### src/rtl/saturn_bus_sequencer.sv
// saturn_bus_sequencer
// Buffers command/data nibbles from the control unit in a FIFO, drives one bus
// transfer per 4-phase cycle and runs counted read bursts, returning captured
// nibbles as one-clock strobes. Writes always win over pending reads.
// Optional feature: define SATURN_BUS_LOOPBACK_CHECK_EN to compare the bus input
// against the driven nibble during a write and flag a mismatch on o_error.
module saturn_bus_sequencer #(
    parameter int DEPTH   = 16,
    parameter int DATA_W  = 4,
    parameter int RDCNT_W = 5
) (
    input  logic                   i_clk,
    input  logic                   i_reset_n,
    input  logic                   i_clk_en,
    input  logic                   i_debug_hold,
    input  logic [3:0]             i_phases,
    input  logic                   i_push,
    input  logic                   i_push_cmd,
    input  logic [DATA_W-1:0]      i_push_data,
    output logic                   o_full,
    output logic [$clog2(DEPTH):0] o_level,
    input  logic                   i_rd_start,
    input  logic [RDCNT_W-1:0]     i_rd_count,
    output logic                   o_rd_valid,
    output logic [DATA_W-1:0]      o_rd_data,
    output logic                   o_busy,
    output logic                   o_error,
    output logic                   o_bus_clk_en,
    output logic                   o_bus_is_data,
    output logic [DATA_W-1:0]      o_bus_nibble_out,
    input  logic [DATA_W-1:0]      i_bus_nibble_in
);

    localparam int PTR_W = $clog2(DEPTH);
    localparam int LVL_W = PTR_W + 1;

    localparam logic [3:0] PH_DRIVE   = 4'b0001;
    localparam logic [3:0] PH_CAPTURE = 4'b0010;
    localparam logic [3:0] PH_SETTLE  = 4'b0100;

    typedef enum logic [1:0] {
        IDLE  = 2'd0,
        WRITE = 2'd1,
        READ  = 2'd2
    } state_t;

    typedef struct packed {
        logic              cmd;
        logic [DATA_W-1:0] data;
    } entry_t;

    entry_t             mem [DEPTH];
    logic [PTR_W-1:0]   wr_ptr;
    logic [PTR_W-1:0]   rd_ptr;
    logic [LVL_W-1:0]   level;
    logic [RDCNT_W-1:0] rd_cnt;
    state_t             state;
    state_t             state_next;

    logic advance;
    logic empty;
    logic full;
    logic start_write;
    logic start_read;
    logic capture;
    logic settle;
    logic push_ok;
    logic push_drop;
    logic rd_load;
    logic rd_bad;
    logic loop_err;
    entry_t head;

    // Bus and state activity need advance; pushes and read starts only need the clock enable.
    assign advance   = i_clk_en && !i_debug_hold;
    assign empty     = (level == '0);
    assign full      = (level == LVL_W'(DEPTH));
    assign head      = mem[rd_ptr];
    assign settle    = advance && (i_phases == PH_SETTLE);
    assign push_ok   = i_clk_en && i_push && (!full || start_write);
    assign push_drop = i_clk_en && i_push && full && !start_write;
    assign rd_load   = i_clk_en && i_rd_start && (rd_cnt == '0) && (i_rd_count != '0);
    assign rd_bad    = i_clk_en && i_rd_start && (rd_cnt != '0);
    assign o_full    = full;
    assign o_level   = level;

`ifdef SATURN_BUS_LOOPBACK_CHECK_EN
    assign loop_err = advance && (i_phases == PH_CAPTURE) && (state == WRITE)
                      && (i_bus_nibble_in != o_bus_nibble_out);
`else
    assign loop_err = 1'b0;
`endif

    // State register.
    always_ff @(posedge i_clk or negedge i_reset_n) begin
        if (!i_reset_n) state <= IDLE;
        else            state <= state_next;
    end

    // Next-state logic: choose the transfer at phase 0001, close it at phase 0010.
    always_comb begin
        // NOTE: every output of this block gets a default first so no path can infer a latch.
        state_next  = state;
        start_write = 1'b0;
        start_read  = 1'b0;
        capture     = 1'b0;
        if (advance && (i_phases == PH_DRIVE)) begin
            if (!empty) begin
                state_next  = WRITE;
                start_write = 1'b1;
            end else if (rd_cnt != '0) begin
                state_next = READ;
                start_read = 1'b1;
            end else begin
                state_next = IDLE;
            end
        end else if (advance && (i_phases == PH_CAPTURE)) begin
            state_next = IDLE;
            capture    = (state == READ);
        end
    end

    // FIFO storage write port.
    // NOTE: storage has no reset; the pointers and level alone define which entries are valid.
    always_ff @(posedge i_clk) begin
        if (push_ok) mem[wr_ptr] <= '{cmd: i_push_cmd, data: i_push_data};
    end

    // FIFO pointers and occupancy; a simultaneous push and pop leaves the level unchanged.
    always_ff @(posedge i_clk or negedge i_reset_n) begin
        if (!i_reset_n) begin
            wr_ptr <= '0;
            rd_ptr <= '0;
            level  <= '0;
        end else begin
            if (push_ok)     wr_ptr <= wr_ptr + 1'b1;
            if (start_write) rd_ptr <= rd_ptr + 1'b1;
            case ({push_ok, start_write})
                2'b10:   level <= level + 1'b1;
                2'b01:   level <= level - 1'b1;
                default: level <= level;
            endcase
        end
    end

    // Read-burst counter: loaded only when idle, decremented on each captured nibble.
    always_ff @(posedge i_clk or negedge i_reset_n) begin
        if (!i_reset_n)   rd_cnt <= '0;
        else if (rd_load) rd_cnt <= i_rd_count;
        else if (capture) rd_cnt <= rd_cnt - 1'b1;
    end

    // Registered bus, read-return and status outputs.
    always_ff @(posedge i_clk or negedge i_reset_n) begin
        if (!i_reset_n) begin
            o_bus_clk_en     <= 1'b0;
            o_bus_is_data    <= 1'b0;
            o_bus_nibble_out <= '0;
            o_rd_valid       <= 1'b0;
            o_rd_data        <= '0;
            o_busy           <= 1'b0;
            o_error          <= 1'b0;
        end else begin
            o_rd_valid <= 1'b0;
            if (start_write) begin
                o_bus_clk_en     <= 1'b1;
                o_bus_is_data    <= !head.cmd;
                o_bus_nibble_out <= head.data;
            end else if (start_read) begin
                o_bus_clk_en  <= 1'b1;
                o_bus_is_data <= 1'b1;
            end else if (advance && (i_phases == PH_CAPTURE)) begin
                o_bus_clk_en <= 1'b0;
            end
            if (capture) begin
                o_rd_data  <= i_bus_nibble_in;
                o_rd_valid <= 1'b1;
            end
            if (push_drop || rd_bad || loop_err) o_error <= 1'b1;
            if (push_ok || rd_load) begin
                o_busy <= 1'b1;
            end else if (settle && empty && (rd_cnt == '0) && !o_bus_clk_en) begin
                o_busy <= 1'b0;
            end
        end
    end

endmodule
### config.mk
export PLATFORM = sky130hd
export DESIGN_NAME = saturn_bus_sequencer
export DESIGN_NICKNAME = d
export VERILOG_FILES = /design/src/rtl/saturn_bus_sequencer.sv
export SDC_FILE = /design/constraint.sdc
export NUM_CORES = 1
export LEC_CHECK = 0
export ABC_AREA = 1
export CAP_MARGIN = 15
export CELL_PAD_IN_SITES_DETAIL_PLACEMENT = 1
export CELL_PAD_IN_SITES_GLOBAL_PLACEMENT = 2
export CORE_MARGIN = 10
export CORE_UTILIZATION = 34
export CTS_CLUSTER_DIAMETER = 30
export DETAILED_ROUTE_END_ITERATION = 12
export GPL_ROUTABILITY_DRIVEN = 0
export PLACE_DENSITY = 0.77
export SYNTH_ARGS = -nofsm -noshare
export SYNTH_HDL_FRONTEND = slang
export SYNTH_SLANG_ARGS = --single-unit
### constraint.sdc
create_clock -name i_clk -period 2.1 [get_ports i_clk]
set_clock_uncertainty 0.05 [all_clocks]
set_input_delay 0.21 -clock i_clk [delete_from_list [all_inputs] [get_ports i_clk]]
set_output_delay 0.21 -clock i_clk [all_outputs]
set_load 0.02 [all_outputs]
==> metrics.txt, run 1 <==
first-pass GRT wire length=21870 µm; Mapped Avg Cell Area=11.00 µm²; ranking of synthesized cells by area=edfxtp_1, dfrtp_1, nand2_1; post-synth cell types=35; crit path max-delay cell type=dfrtp_1; initial antenna violation count=0; Slew headroom=42.70%; crit path time final=1.968 ns; clk sinks=113; Initial Utilization=34.40%; Power Density=1289 mW/mm²; Reg2Reg Setup Slack=0.23 ns; Layout area overhead=32.05%; setup violators final=0; WP buf/inv=1; Max VDD drop=0.6284 mV; Max Slew Vio Count=0; Worst-path clk slew=0.06 ns; Synth Register Bits=113; synth warn=0; Max-cap violations=0; Hold EP=o_rd_data[0]; Post-CTS Repair Setup Buffers=0; final period utilization=93.72%; r2r startpoint=rd_cnt[1]; row count=44; Core Area=0.01442 mm²; cts bufs inserted=17; TNS Setup=0 ns; # DRC=0; HP Start=i_bus_nibble_in[0]; antenna-violating nets left=0; Worst path max stage delay=0.46 ns; net count after synthesis=483; Die Area=0.01983 mm²; critical path, cell by cell=nor2_1 -> nand2_1 -> nor2_2 -> dlygate4sd2_1; DP HPWL=9267 µm; Max Root-Sink Buffers=2; Post-layout nets=574; Vias/cell=4.992; most instantiated library cell after synthesis=edfxtp_1; Worst Reg2Reg Path Length in Cells=11; Required @ worst endpoint=1.84 ns; Fin. Hold Viols=0; Hold Path Depth=3; die width=140.8 µm; CP arrival=1.71 ns; CP Max Fanout=6; gr usage total=13.89%; ys async rst share=29.20%; Root Buffer=clkbuf_16; Antenna Diode Count=0; remaining global-route overflow=0; final wirelength=13470 µm; DR pass1 iterations=5; Slew @ Worst Pin=0.8594 ns; vias in the first global route=4075; Post-synth EDFFs=80; status=finished clean; worst min-delay path class=in -> reg; total power=0.008444 W; Syn Std Cell Area=0.004962 mm²; Synth Flop Type=edfxtp_1; CTS tree=built; Die H=140.8 µm; WL per Instance=18.23 µm; DR iter-0 viols=246; critical path's top delay family=simple AND/OR/NAND/NOR gates; register area share after synthesis=65.05%; fin worst setup slack=0.1320 ns; Worst setup SP type=flip-flop; H-tree depth=4; reg2reg end=rd_cnt[0]; highest clock rate=508.1 MHz; Synth top area share=48.41%; worst setup path startpoint=o_level[3]; Skew-Pair Late Insertion Delay=0.41 ns; Ports=43; Mapped Cells=451; DR vias=3689; Critical Path End Type=output port; RSZ-0062 raised after global routing=no; port bufs=42; largest net degree at the start of global routing=41; top cells by count, synth=edfxtp_1, nand2_1, nor2_1; share of layout cells above drive strength 1=16.94%; P_leak=2.562 nW; Setup Crit Path Kind=reg -> out; area leader, netlist=edfxtp_1; pre-CTS setup slack=-0.1285 ns
[logic make-up (layout without fill, tap and decap cells)]
group	count (synthesis)	in the layout	share of synthesized area [%]
buf+inv	57	161	4.538
flops	113	113	65.05
fa+ha+maj	8	8	2.017
xor+xnor	10	10	1.765
compound gates	95	95	11.83
simple gates	168	168	14.80
[stage by stage]
stage | cells | util, % | cell area (µm²) | hold WS, ns
global route | 739 | 45.43 | 6553 | 0.3083
detailed placement | 706 | 40.96 | 5908 | 0.3310
CTS | 739 | 45.37 | 6544 | 0.2811
global placement | 706 | 40.96 | 5908 | 0.3257
floorplan | 451 | - | 4962 | -0.1356
finish | 739 | 45.43 | 6553 | 0.2934
[tightest hold or removal path, cell delays in order]
cell and delay, ns:
clkdlybuf4s50_1 0.40, nand2_1 0.06, nand2_1 0.04
[area by class of cell]
type / count / area (µm²)
flip-flops and latches: 113 / 3228
clock inverters: 13 / 173.9
multi-input cells: 281 / 1518
well taps: 184 / 230.2
fillers: 1566 / 7871
repair buffers: 89 / 794.5
clock buffers: 19 / 452.9
inverters: 40 / 155.1
[how the worst max path moves through the flow]
stage / depth (start not counted) / slack [ns] / end
after global placement: 10 / -0.07 / mem[12][3]
after CTS: 4 / 0.03 / o_full
final: 4 / 0.13 / o_full
after detailed placement: 17 / -0.13 / o_level[4]
after floorplan: 6 / 0.16 / mem[11][0]
after global routing: 11 / 0.02 / rd_cnt[0]
[what timing repair did]
action,in CTS,in global routing
setup endpoints to repair,1,3
pin swaps,0,0
endpoints found under the hold margin,33,0
resized for setup,1,2
hold buffers,1,0
[cells in the final DEF, fill, tap and decap left out, types with 5 or more instances in the layout]
cell / Yosys / layout
buf_4: 1 / 44
inv_6: 1 / 5
dfrtp_1: 33 / 33
nor2_1: 70 / 69
o22ai_1: 10 / 10
inv_1: 37 / 37
nand2_1: 70 / 70
a31oi_1: 6 / 5
edfxtp_1: 80 / 80
xor2_1: 10 / 10
o221ai_1: 11 / 11
nand4_1: 6 / 6
nand3_1: 11 / 11
ha_1: 8 / 8
o211ai_1: 6 / 6
clkbuf_16: 0 / 17
o21ai_0: 51 / 51
clkdlybuf4s50_1: 0 / 40
[report_power, final]
group	internal, W	switching (W)
Sequential	0.00267	0.000196
Clock	0.00195	0.00106
Combinational	0.000955	0.00162
[state kept, by name, indices dropped and copies added (netlist names)]
name and cells:
mem 80, o_bus_clk_en 1, o_bus_is_data 1, o_bus_nibble_out 4, o_busy 1, o_error 1
o_level 5, o_rd_data 4, o_rd_valid 1, rd_cnt 5, rd_ptr 4, state 2
wr_ptr 4
[metal layers]
metal | wire length [µm] | up-vias | GRT usage [%]
li1 | - | 1763 | -
met2 | 6537 | 76 | 22.49
met1 | 6118 | 1834 | 17.44
met4 | 214 | 0 | 4.565
met5 | 0 | - | 0
met3 | 599 | 16 | 3.930
(Power assumes the default switching activity.)
==> run 2: changes to the inputs <==
--- a/config.mk
+++ b/config.mk
@@ -9,9 +9,8 @@
 export CAP_MARGIN = 15
 export CELL_PAD_IN_SITES_DETAIL_PLACEMENT = 1
 export CELL_PAD_IN_SITES_GLOBAL_PLACEMENT = 2
-export CORE_MARGIN = 10
+export CORE_MARGIN = 2
 export CORE_UTILIZATION = 34
-export CTS_CLUSTER_DIAMETER = 30
 export DETAILED_ROUTE_END_ITERATION = 12
 export GPL_ROUTABILITY_DRIVEN = 0
 export PLACE_DENSITY = 0.77
==> run 2 against run 1 <==
  * Sequential power is essentially flat
  * Hold slack improved by 0.016 ns
  * Sequential share of layout area hardly changed
  * Global-route usage up 3.5 points
  * Core utilization grew 0.18 points
  * Worst setup slack improved by 0.0051 ns
  * Final area hardly changed
  * Final cell count up 0.54%
  * Critical path type unchanged
  * Highest routed layer unchanged
==> metrics.txt, run 2 (synthesis gave the netlist of run 1 again) <==
H-tree depth=4 (unchanged); die width=124.8 µm (was 140.8 µm); worst min-delay path class=in -> reg (unchanged); P_leak=2.579 nW (was 2.562 nW); clock power share=35.3% (was 35.6%); final wirelength=12930 µm (was 13470 µm); DP HPWL=8886 µm (was 9267 µm); cts bufs inserted=17 (unchanged); clk sinks=113 (unchanged); final period utilization=93.47% (was 93.72%); Max Slew Vio Count=0 (unchanged); largest net degree at the start of global routing=44 (was 41); DR pass1 iterations=4 (was 5); CP arrival=1.70 ns (was 1.71 ns); combinational share of power=30.6% (was 30.5%); Die H=124.8 µm (was 140.8 µm); Slew @ Worst Pin=0.8111 ns (was 0.8594 ns); Core Area=0.01437 mm² (was 0.01442 mm²); WL per Instance=17.41 µm (was 18.23 µm); Root Buffer=clkbuf_16 (unchanged); Required @ worst endpoint=1.84 ns (about the same); Power Density=1273 mW/mm² (was 1289 mW/mm²); Max VDD drop=0.5788 mV (was 0.6284 mV); setup violators final=0 (unchanged); crit path time final=1.963 ns (was 1.968 ns); Max Root-Sink Buffers=2 (unchanged); Layout area overhead=32.07% (was 32.05%); Post-layout nets=578 (was 574); DR iter-0 viols=256 (was 246); share of layout cells above drive strength 1=16.64% (was 16.94%); remaining global-route overflow=0 (unchanged); # DRC=0 (unchanged); max reg flops=80 (unchanged); Int Power=0.005590 W (was 0.005567 W); antenna-violating nets left=0 (unchanged); largest reg by FF count=mem (unchanged); Worst setup SP type=flip-flop (unchanged); highest clock rate=509.4 MHz (was 508.1 MHz); port bufs=42 (unchanged); Antenna Diode Count=0 (unchanged); Slew headroom=45.92% (was 42.70%); Max-cap violations=0 (unchanged); CP Max Fanout=6 (unchanged); Initial Utilization=34.54% (was 34.40%); gr usage total=17.42% (was 13.89%); total power=0.008346 W (was 0.008444 W); CTS tree=built (unchanged); row count=44 (unchanged); switching fraction of total power=33.01% (was 34.07%); Die Area=0.01558 mm² (was 0.01983 mm²); Vias/cell=4.952 (was 4.992); Critical Path End Type=output port (unchanged); vias in the first global route=4002 (was 4075); DR vias=3679 (was 3689); commonest non-fill, non-tap cells in the layout=edfxtp_1, nand2_1, nor2_1 (unchanged); Setup Crit Path Kind=reg -> out (unchanged); worst setup path startpoint=o_level[3] (unchanged); Worst-path clk slew=0.05 ns (was 0.06 ns); r2r startpoint=rd_cnt[1] (unchanged); sequential group share of total power=34.2% (was 33.9%); first-pass GRT wire length=20900 µm (was 21870 µm); status=finished clean (unchanged); Skew-Pair Late Insertion Delay=0.41 ns (about the same); most common cell after layout, fill and taps aside=edfxtp_1 (unchanged); initial antenna violation count=0 (unchanged); HP Start=i_bus_nibble_in[1] (was i_bus_nibble_in[0]); Fin Hold WS=0.3095 ns (was 0.2934 ns); Fin. Hold Viols=0 (unchanged); Ports=43 (unchanged); Switch Pwr=0.002755 W (was 0.002877 W)
[run 2: stage by stage]
step / std cells / setup TNS, ns / setup WS, ns / util, % / cell area, µm²
after floorplan: 451 / 0 / 0.1643 / - / 4962
after global placement: 710 / -4.764 / -0.08400 / 41.24 / 5926
after detailed placement: 710 / -10.73 / -0.1732 / 41.24 / 5926
after CTS: 743 / 0 / 0.08945 / 45.51 / 6539
after global routing: 743 / -0.04494 / -0.04494 / 45.61 / 6554
final: 743 / 0 / 0.1371 / 45.61 / 6554
[run 2: critical path, cell delays in order (launching register included)]
cell	delay [ns]
dfrtp_1	0.43
nor2_1	0.20
nand2_1	0.09
nor2_2	0.20
dlygate4sd2_1	0.37
[run 2: cell type report]
cell class / count / area, µm²
Fill cell: 1541 / 7815
Sequential cell: 113 / 3228
Multi-Input combinational cell: 281 / 1526
Timing Repair Buffer: 93 / 812.0
Clock buffer: 20 / 436.7
Tap cell: 184 / 230.2
Clock inverter: 12 / 165.2
Inverter: 40 / 155.1
[run 2: final timing paths]
kind | slack, ns | depth (start not counted) | to
worst max register to register | 0.21 | 11 | rd_cnt[0]
worst max-delay path | 0.14 | 4 | o_full
max in group asynchronous | 1.11 | 2 | wr_ptr[2]
worst min-delay path | 0.31 | 3 | o_rd_data[1]
min in group asynchronous | 0.38 | 2 | o_bus_nibble_out[1]
worst min register to register | 0.43 | 2 | o_error
[run 2: power groups by stage]
stage | clock, W | combinational [W] | sequential, W
after floorplan | 0 | 0.00134 | 0.00299
after global placement | 0 | 0.00250 | 0.00288
after detailed placement | 0 | 0.00255 | 0.00290
after CTS | 0.00300 | 0.00257 | 0.00285
after global routing | 0.00309 | 0.00280 | 0.00288
final | 0.00294 | 0.00255 | 0.00285
[run 2: per-layer routing]
layer / routed length [µm] / GRT usage (%) / part of all wire [%] / vias to the layer above
met1: 5968 / 22.35 / 46 / 1821
met3: 363 / 4.081 / 2.8 / 18
met4: 239 / 7.843 / 1.8 / 0
met5: 0 / 0 / 0 / -
met2: 6360 / 28.16 / 49 / 65
li1: - / - / - / 1775
[run 2: timing repair]
item	in CTS	in global routing
hold buffers	1	0
resized for setup	2	2
hold endpoints to repair	33	0
setup buffers	0	0
endpoints found under the setup margin	1	4
